--- src/rtl/imem_fetch_resp_pkg.sv ---
// imem_fetch_resp_pkg: definitions shared by the instruction-fetch responder.
//   - fetch_state_t : handshake FSM encodings (FETCH_IDLE/REQ/HOLD/DRAIN)
//   - RST_ENABLE    : active level of the synchronous reset
//   - ZERO_WORD     : all-zero data word, default NOP instruction
//   - DATA_W        : instruction / register data width
//   - INS_ADDR_W    : byte-address width of the fetch PC
//   - STALL_IFID    : index of the IF/ID freeze bit in the stall vector
package imem_fetch_resp_pkg;

  localparam logic RST_ENABLE = 1'b1;
  localparam int   DATA_W     = 32;
  localparam int   INS_ADDR_W = 32;
  localparam int   STALL_IFID = 1;
  localparam logic [DATA_W-1:0] ZERO_WORD = '0;

  typedef enum logic [1:0] {
    FETCH_IDLE  = 2'd0,
    FETCH_REQ   = 2'd1,
    FETCH_HOLD  = 2'd2,
    FETCH_DRAIN = 2'd3
  } fetch_state_t;

endpackage

--- src/rtl/imem_hold_buf.sv ---
// imem_hold_buf: one-entry {instruction, pc} skid register. Catches a word
// that memory returns while IF/ID is frozen so the memory side can retire.
// Ports:
//   clk, rst       clock, synchronous active-high reset (clears full only)
//   load           capture load_ins/load_pc, set full
//   clear          drop the entry (clear wins over load)
//   load_ins/pc    word and byte address to capture
//   full           entry holds a valid word
//   ins, pc        stored word and byte address
module imem_hold_buf
  import imem_fetch_resp_pkg::*;
(
  input  logic                  clk,
  input  logic                  rst,
  input  logic                  load,
  input  logic                  clear,
  input  logic [DATA_W-1:0]     load_ins,
  input  logic [INS_ADDR_W-1:0] load_pc,
  output logic                  full,
  output logic [DATA_W-1:0]     ins,
  output logic [INS_ADDR_W-1:0] pc
);

  always_ff @(posedge clk) begin
    if (rst == RST_ENABLE) begin
      full <= 1'b0;
    end else if (clear) begin
      full <= 1'b0;
    end else if (load) begin
      full <= 1'b1;
    end
  end

  always_ff @(posedge clk) begin
    if (load) begin
      ins <= load_ins;
      pc  <= load_pc;
    end
  end

endmodule

--- src/rtl/imem_fetch_resp.sv ---
// imem_fetch_resp: responder end of the PC -> instruction-memory path.
// Captures pc when insEn is set, runs a req/ack handshake with a
// variable-latency memory and returns a registered instruction and its pc
// to IF/ID. While a fetch is outstanding it requests a pipeline stall.
// Optional feature macro: IMEM_ALIGN_CHECK_EN (adds ins_misalign and
// suppresses memory requests for pcs with pc[1:0] != 0).
// Ports:
//   clk, rst               clock, synchronous active-high reset
//   pc, insEn              fetch byte address and enable from PC stage
//   stall[5:0]             stall vector; stall[1] freezes IF/ID
//   flush                  drop the current and any outstanding fetch
//   mem_req, mem_addr      memory request (held until ack), word address
//   mem_ack, mem_rdata     one-cycle acknowledge with instruction word
//   ins, ins_pc, ins_valid registered instruction to IF/ID
//   stallreq_if            combinational stall request
//   ins_misalign           (feature only) misaligned pc presented
module imem_fetch_resp
  import imem_fetch_resp_pkg::*;
#(
  parameter int                AW       = 16,
  parameter logic [DATA_W-1:0] NOP_WORD = ZERO_WORD
) (
  input  logic                  clk,
  input  logic                  rst,
  input  logic [INS_ADDR_W-1:0] pc,
  input  logic                  insEn,
  input  logic [5:0]            stall,
  input  logic                  flush,
  output logic                  mem_req,
  output logic [AW-1:0]         mem_addr,
  input  logic                  mem_ack,
  input  logic [DATA_W-1:0]     mem_rdata,
  output logic [DATA_W-1:0]     ins,
  output logic [INS_ADDR_W-1:0] ins_pc,
  output logic                  ins_valid,
  output logic                  stallreq_if
`ifdef IMEM_ALIGN_CHECK_EN
  ,
  output logic                  ins_misalign
`endif
);

  fetch_state_t          state_p0;
  logic [INS_ADDR_W-1:0] req_pc_p0;
  logic                  stall_ifid;
  logic                  hb_load, hb_clear, hb_full;
  logic [DATA_W-1:0]     hb_ins;
  logic [INS_ADDR_W-1:0] hb_pc;
  logic                  new_vld;
  logic [DATA_W-1:0]     new_ins;
  logic [INS_ADDR_W-1:0] new_pc;
  logic                  capture, cap_mis, cap_req;
  logic                  unused_bits;

  assign stall_ifid  = stall[STALL_IFID];
  // Remaining stall bits belong to later stages; pc bits outside the word
  // address never reach memory.
  assign unused_bits = ^{stall[5:2], stall[0], req_pc_p0[INS_ADDR_W-1:AW+2], req_pc_p0[1:0]};

`ifdef IMEM_ALIGN_CHECK_EN
  logic                  mis_pend, mis_present;
  logic [INS_ADDR_W-1:0] mis_pc;
  assign cap_mis     = capture && (pc[1:0] != 2'b00);
  assign mis_present = mis_pend && (state_p0 == FETCH_IDLE) && !stall_ifid && !flush;
`else
  logic mis_pend;
  assign mis_pend = 1'b0;
  assign cap_mis  = 1'b0;
`endif

  assign mem_addr = req_pc_p0[AW+1:2];

  always_comb begin
    mem_req     = 1'b0;
    stallreq_if = 1'b0;
    case (state_p0)
      // Drop the stall on the ack cycle so the PC advances on the same edge
      // that captures the data.
      FETCH_REQ: begin
        mem_req     = 1'b1;
        stallreq_if = ~mem_ack;
      end
      FETCH_HOLD:  stallreq_if = 1'b1;
      // Redirected PC must load while the stale fetch drains.
      FETCH_DRAIN: mem_req = 1'b1;
      default: ;
    endcase
  end

  // A new instruction reaches IF/ID only when IF/ID is not frozen.
  assign new_vld = !flush && !stall_ifid &&
                   (((state_p0 == FETCH_REQ) && mem_ack) ||
                    ((state_p0 == FETCH_HOLD) && hb_full));
  assign new_ins = (state_p0 == FETCH_HOLD) ? hb_ins : mem_rdata;
  assign new_pc  = (state_p0 == FETCH_HOLD) ? hb_pc  : req_pc_p0;
  assign capture = !flush && insEn &&
                   (((state_p0 == FETCH_IDLE) && !mis_pend) || new_vld);
  assign cap_req = capture && !cap_mis;

  assign hb_load  = (state_p0 == FETCH_REQ) && mem_ack && !flush && stall_ifid;
  assign hb_clear = flush || ((state_p0 == FETCH_HOLD) && !stall_ifid);

  imem_hold_buf u_hold_buf (
    .clk      (clk),
    .rst      (rst),
    .load     (hb_load),
    .clear    (hb_clear),
    .load_ins (mem_rdata),
    .load_pc  (req_pc_p0),
    .full     (hb_full),
    .ins      (hb_ins),
    .pc       (hb_pc)
  );

  // ---- stage p0 -> IF/ID: handshake FSM and output register ----
  always_ff @(posedge clk) begin
    if (rst == RST_ENABLE) begin
      state_p0  <= FETCH_IDLE;
      req_pc_p0 <= '0;
      ins       <= NOP_WORD;
      ins_pc    <= '0;
      ins_valid <= 1'b0;
    end else if (flush) begin
      ins       <= NOP_WORD;
      ins_valid <= 1'b0;
      // A request still in flight must be retired before going idle.
      if (((state_p0 == FETCH_REQ) || (state_p0 == FETCH_DRAIN)) && !mem_ack)
        state_p0 <= FETCH_DRAIN;
      else
        state_p0 <= FETCH_IDLE;
    end else begin
      if (!stall_ifid) begin
        if (new_vld) begin
          ins       <= new_ins;
          ins_pc    <= new_pc;
          ins_valid <= 1'b1;
        end else begin
          ins       <= NOP_WORD;
          ins_valid <= 1'b0;
        end
      end
`ifdef IMEM_ALIGN_CHECK_EN
      if (mis_present) ins_pc <= mis_pc;
`endif
      if (cap_req) req_pc_p0 <= pc;
      case (state_p0)
        FETCH_IDLE:  if (cap_req) state_p0 <= FETCH_REQ;
        FETCH_REQ: begin
          if (mem_ack) begin
            if (stall_ifid) state_p0 <= FETCH_HOLD;
            else            state_p0 <= cap_req ? FETCH_REQ : FETCH_IDLE;
          end
        end
        FETCH_HOLD:  if (!stall_ifid) state_p0 <= cap_req ? FETCH_REQ : FETCH_IDLE;
        FETCH_DRAIN: if (mem_ack) state_p0 <= FETCH_IDLE;
        default:     state_p0 <= FETCH_IDLE;
      endcase
    end
  end

`ifdef IMEM_ALIGN_CHECK_EN
  // ---- misaligned pc: skip memory, flag it for one IF/ID cycle ----
  always_ff @(posedge clk) begin
    if (rst == RST_ENABLE) begin
      mis_pend     <= 1'b0;
      ins_misalign <= 1'b0;
    end else if (flush) begin
      mis_pend     <= 1'b0;
      ins_misalign <= 1'b0;
    end else begin
      if (!stall_ifid) ins_misalign <= mis_present;
      if (mis_present) mis_pend <= 1'b0;
      if (cap_mis) begin
        mis_pend <= 1'b1;
        mis_pc   <= pc;
      end
    end
  end
`endif

endmodule
--- config.mk ---
export PLATFORM = sky130hd
export DESIGN_NAME = imem_fetch_resp
export DESIGN_NICKNAME = d
export VERILOG_FILES = /design/src/rtl/imem_fetch_resp_pkg.sv /design/src/rtl/imem_hold_buf.sv /design/src/rtl/imem_fetch_resp.sv
export SDC_FILE = /design/constraint.sdc
export NUM_CORES = 1
export LEC_CHECK = 0
export ABC_AREA = 1
export BUFFER_PORTS_ARGS = -buffer_cell sky130_fd_sc_hd__buf_2
export CORE_ASPECT_RATIO = 0.6
export CORE_UTILIZATION = 48
export DETAILED_ROUTE_END_ITERATION = 8
export GPL_TIMING_DRIVEN = 0
export HOLD_SLACK_MARGIN = 0.08
export MAX_ROUTING_LAYER = met4
export PLACE_DENSITY = 0.84
export SYNTH_ARGS = -nofsm -noshare
export SYNTH_HDL_FRONTEND = slang
export SYNTH_SLANG_ARGS = --single-unit
--- constraint.sdc ---
create_clock -name clk -period 2.35 [get_ports clk]
set_clock_uncertainty 0.1 [all_clocks]
set_input_delay 0.1175 -clock clk [delete_from_list [all_inputs] [get_ports clk]]
set_output_delay 0.1175 -clock clk [all_outputs]
set_load 0.03 [all_outputs]
==> results.json <==
{
  "numClockSinks": 164,
  "path_cells": "inv_1 -> ha_1 -> nand2_1 -> nand2_1 -> nand2_4 -> nand2_4 -> nand2_4 -> buf_6 -> nand2_1 -> a21oi_1 -> dlygate4sd3_1",
  "dr.pass1.iters": 5,
  "hp-start": "mem_rdata[17]",
  "slowest_stage": "dlygate4sd3_1",
  "antenna_found_initial": 0,
  "rr_startpoint": "state_p0[1]$_SDFFE_PP0P_",
  "synth.yosys.seq_area_share_pct": 61.43,
  "r2r_slack_ps": 200,
  "clk_latency_ps": 420,
  "drcViolationCount": 0,
  "dpl.hpwl_um": 11090,
  "start_kind": "register",
  "nets": 1019,
  "slew_viol_final": 0,
  "holdPathStages": 2,
  "tightest_slew_ps": 520.7,
  "n_antenna_cell": 0,
  "status": "finished clean",
  "worstSetupPathType": "register to register",
  "drive_gt1_share_pct": 24.87,
  "routedWlPerCell_um": 15.51,
  "drt_iter0_markers": 313,
  "syn_nets": 775,
  "ys_warn_count": 0,
  "grt_start_max_net_pins": 36,
  "period_minus_slack_ps": 2147,
  "grt_use_total_pct": 27.30,
  "p_leak_uw": 0.003677,
  "synth_cells": 696,
  "hold_end": "u_hold_buf.ins[17]$_DFFE_PP_",
  "reg2reg_depth": 11,
  "power_density_nw_per_um2": 732.6,
  "setup.worst_path.end_class": "register",
  "nFillCells": 1057,
  "core_area_sq_um": 12890,
  "cp_slowest_stage_delay_ps": 560,
  "ant_nets": 0,
  "final_util_pct": 67.53,
  "dieArea_sq_um": 13790,
  "gp_congestion": 0.8503,
  "seq_area_sq_um": 3925,
  "syn_area_sq_um": 6387,
  "fmax_mhz": 465.8,
  "die_x_um": 150.9,
  "totalPowerFinal_uw": 6378,
  "io_pins": 158,
  "cts-buffers-inserted": 17,
  "setup_ws_ps": 203.4,
  "grt_pass1_wl_um": 28050,
  "critical_path_arrival_ps": 2400,
  "cp_max_fo": 10,
  "grt_pass1_vias": 5590,
  "r2r-end": "req_pc_p0[1]$_SDFFE_PP0P_",
  "die-height_um": 91.36,
  "multi_input_area_sq_um": 2037,
  "drv_cap": 0,
  "root_buffer": "clkbuf_16",
  "via_per_inst": 5.174,
  "hp-class": "primary input to register",
  "vias": 5810,
  "period_share_pct": 91.35,
  "place_ws_ps": 12.90,
  "portBuffers": 151,
  "initial_utilization_pct": 49.54,
  "ys_ff_latch": 164,
  "avgSynthCellArea_sq_um": 9.177,
  "grt_overflow": 0,
  "rsz0062_at_grt": "no",
  "clk_pin_slew_worst_paths_ps": 60,
  "cp.required_ps": 2610,
  "relSlewSlack_pct": 65.29,
  "cts_buffer_depth": 2,
  "cts_tree": "done",
  "cts_setup_buffers": 0,
  "vdd_drop_max_mv": 0.5885,
  "synth_cell_types": 23,
  "h-tree-depth": 4,
  "syn_to_final_growth_pct": 36.30,
  "row_count": 32,
  "hold_viol_final": 0,
  "setup-violations-final": 0,
  "wl_um": 17420
}
[cell usage in the layout (no fill, tap or decap), types with 5 or more instances in the layout]
master	n
clkbuf_16	17
inv_1	12
o21ai_1	6
nand2_1	270
clkbuf_1	14
buf_4	20
a21oi_1	66
a31oi_1	33
dfxtp_1	99
nand3_1	36
o21ai_0	27
buf_2	174
dlygate4sd3_1	73
buf_6	5
edfxtp_1	64
nor2_1	5
[layout make-up]
| type | instances | area share, % |
|---|---|---|
| timing repair inverter | 1 | 0.08623 |
| tap | 170 | 2.443 |
| buffer | 62 | 4.297 |
| clock inverter | 10 | 1.408 |
| timing repair buffer | 225 | 17.30 |
| sequential | 164 | 45.08 |
| clock buffer | 22 | 5.332 |
| multi-input combinational | 455 | 23.40 |
| inverter | 14 | 0.6467 |
[per-layer routing]
metal  track usage (%)  share of wire, %  vias to the layer above
li1                  -                 -                     2804
met1             37.07                47                     2762
met2             41.06                45                      222
met3             6.030               6.6                       22
met4             7.500               1.3                        0
met5                 -                 0                        -
[power by group]
group	total, uW	internal, uW	leakage (uW)	switching [uW]
sequential	3040	3010	0.00142	38.4
combinational	573	248	0.00197	325
clock	2760	1640	0.000286	1130
total	6380	4890	0.00368	1490
[worst max-delay path, delay by kind of cell (launching register included)]
| family | cells | cell delay, ps |
|---|---|---|
| flops | 1 | 370 |
| simple gates | 6 | 500 |
| compound gates | 1 | 110 |
| fa+ha+maj | 1 | 220 |
| buf+inv | 3 | 790 |
[per-stage QoR]
step | setup TNS [ps] | cell area [sq um] | cells | hold WS (ps)
global placement | -29380 | 7360 | 1017 | 209.8
detailed placement | 0 | 7380 | 1018 | 210.9
CTS | 0 | 8700 | 1123 | 312.1
floorplan | 0 | 6391 | 696 | 116.4
finish | 0 | 8706 | 1123 | 325.2
global route | 0 | 8706 | 1123 | 305.9
[logic make-up after synthesis]
kind of cell / count (synthesis) / share of synthesized area, %
and+or+nand+nor: 318 / 19.96
buffers and inverters: 77 / 6.719
adders and majority gates: 4 / 0.7836
AOI/OAI and AO/OA: 133 / 11.11
DFF: 164 / 61.43
[sequential cells by signal, indices dropped and copies added (netlist names)]
register	cells
ins	32
ins_pc	32
req_pc_p0	32
u_hold_buf.ins	32
u_hold_buf.pc	32
state_p0	2
ins_valid	1
u_hold_buf.full	1
[Yosys cell counts]
library cell / n / area (sq um)
a21boi_0: 1 / 7.510
a21oi_1: 66 / 330.3
a31oi_1: 33 / 206.5
buf_1: 3 / 11.26
buf_2: 25 / 125.1
buf_4: 19 / 142.6
buf_6: 5 / 56.30
clkbuf_1: 11 / 41.29
dfxtp_1: 100 / 2002
edfxtp_1: 64 / 1922
ha_1: 4 / 50.05
inv_1: 13 / 48.80
inv_2: 1 / 3.750
nand2_1: 270 / 1013
nand2_4: 3 / 33.78
nand3_1: 36 / 180.2
nand4_1: 1 / 6.260
nor2_1: 5 / 18.77
nor2_2: 1 / 6.260
nor2_4: 1 / 11.26
nor3_1: 1 / 5.000
o21ai_0: 27 / 135.1
o21ai_1: 6 / 30.03
[worst max-delay path by stage]
stage                                        start                            to  slack, ps  cells after the start
after global routing      state_p0[1]$_SDFFE_PP0P_     req_pc_p0[1]$_SDFFE_PP0P_         10                     11
after floorplan           state_p0[1]$_SDFFE_PP0P_   u_hold_buf.ins[0]$_DFFE_PP_        150                      4
final                     state_p0[1]$_SDFFE_PP0P_     req_pc_p0[1]$_SDFFE_PP0P_        200                     11
after detailed placement  state_p0[1]$_SDFFE_PP0P_  u_hold_buf.full$_SDFFE_PP0P_         10                      7
after global placement    state_p0[1]$_SDFFE_PP0P_    u_hold_buf.pc[9]$_DFFE_PP_       -450                      4
after CTS                 state_p0[1]$_SDFFE_PP0P_  u_hold_buf.full$_SDFFE_PP0P_          2                      7
[repair_timing]
| action | CTS | global route |
|---|---|---|
| endpoints found under the hold margin | 99 | 0 |
| gates cloned | 0 | 1 |
| hold buffers | 73 | 0 |
| resized for setup | 1 | 3 |
| endpoints found under the setup margin | 1 | 37 |
| pin swaps | 0 | 0 |
Power figures use the tool's default switching activity.
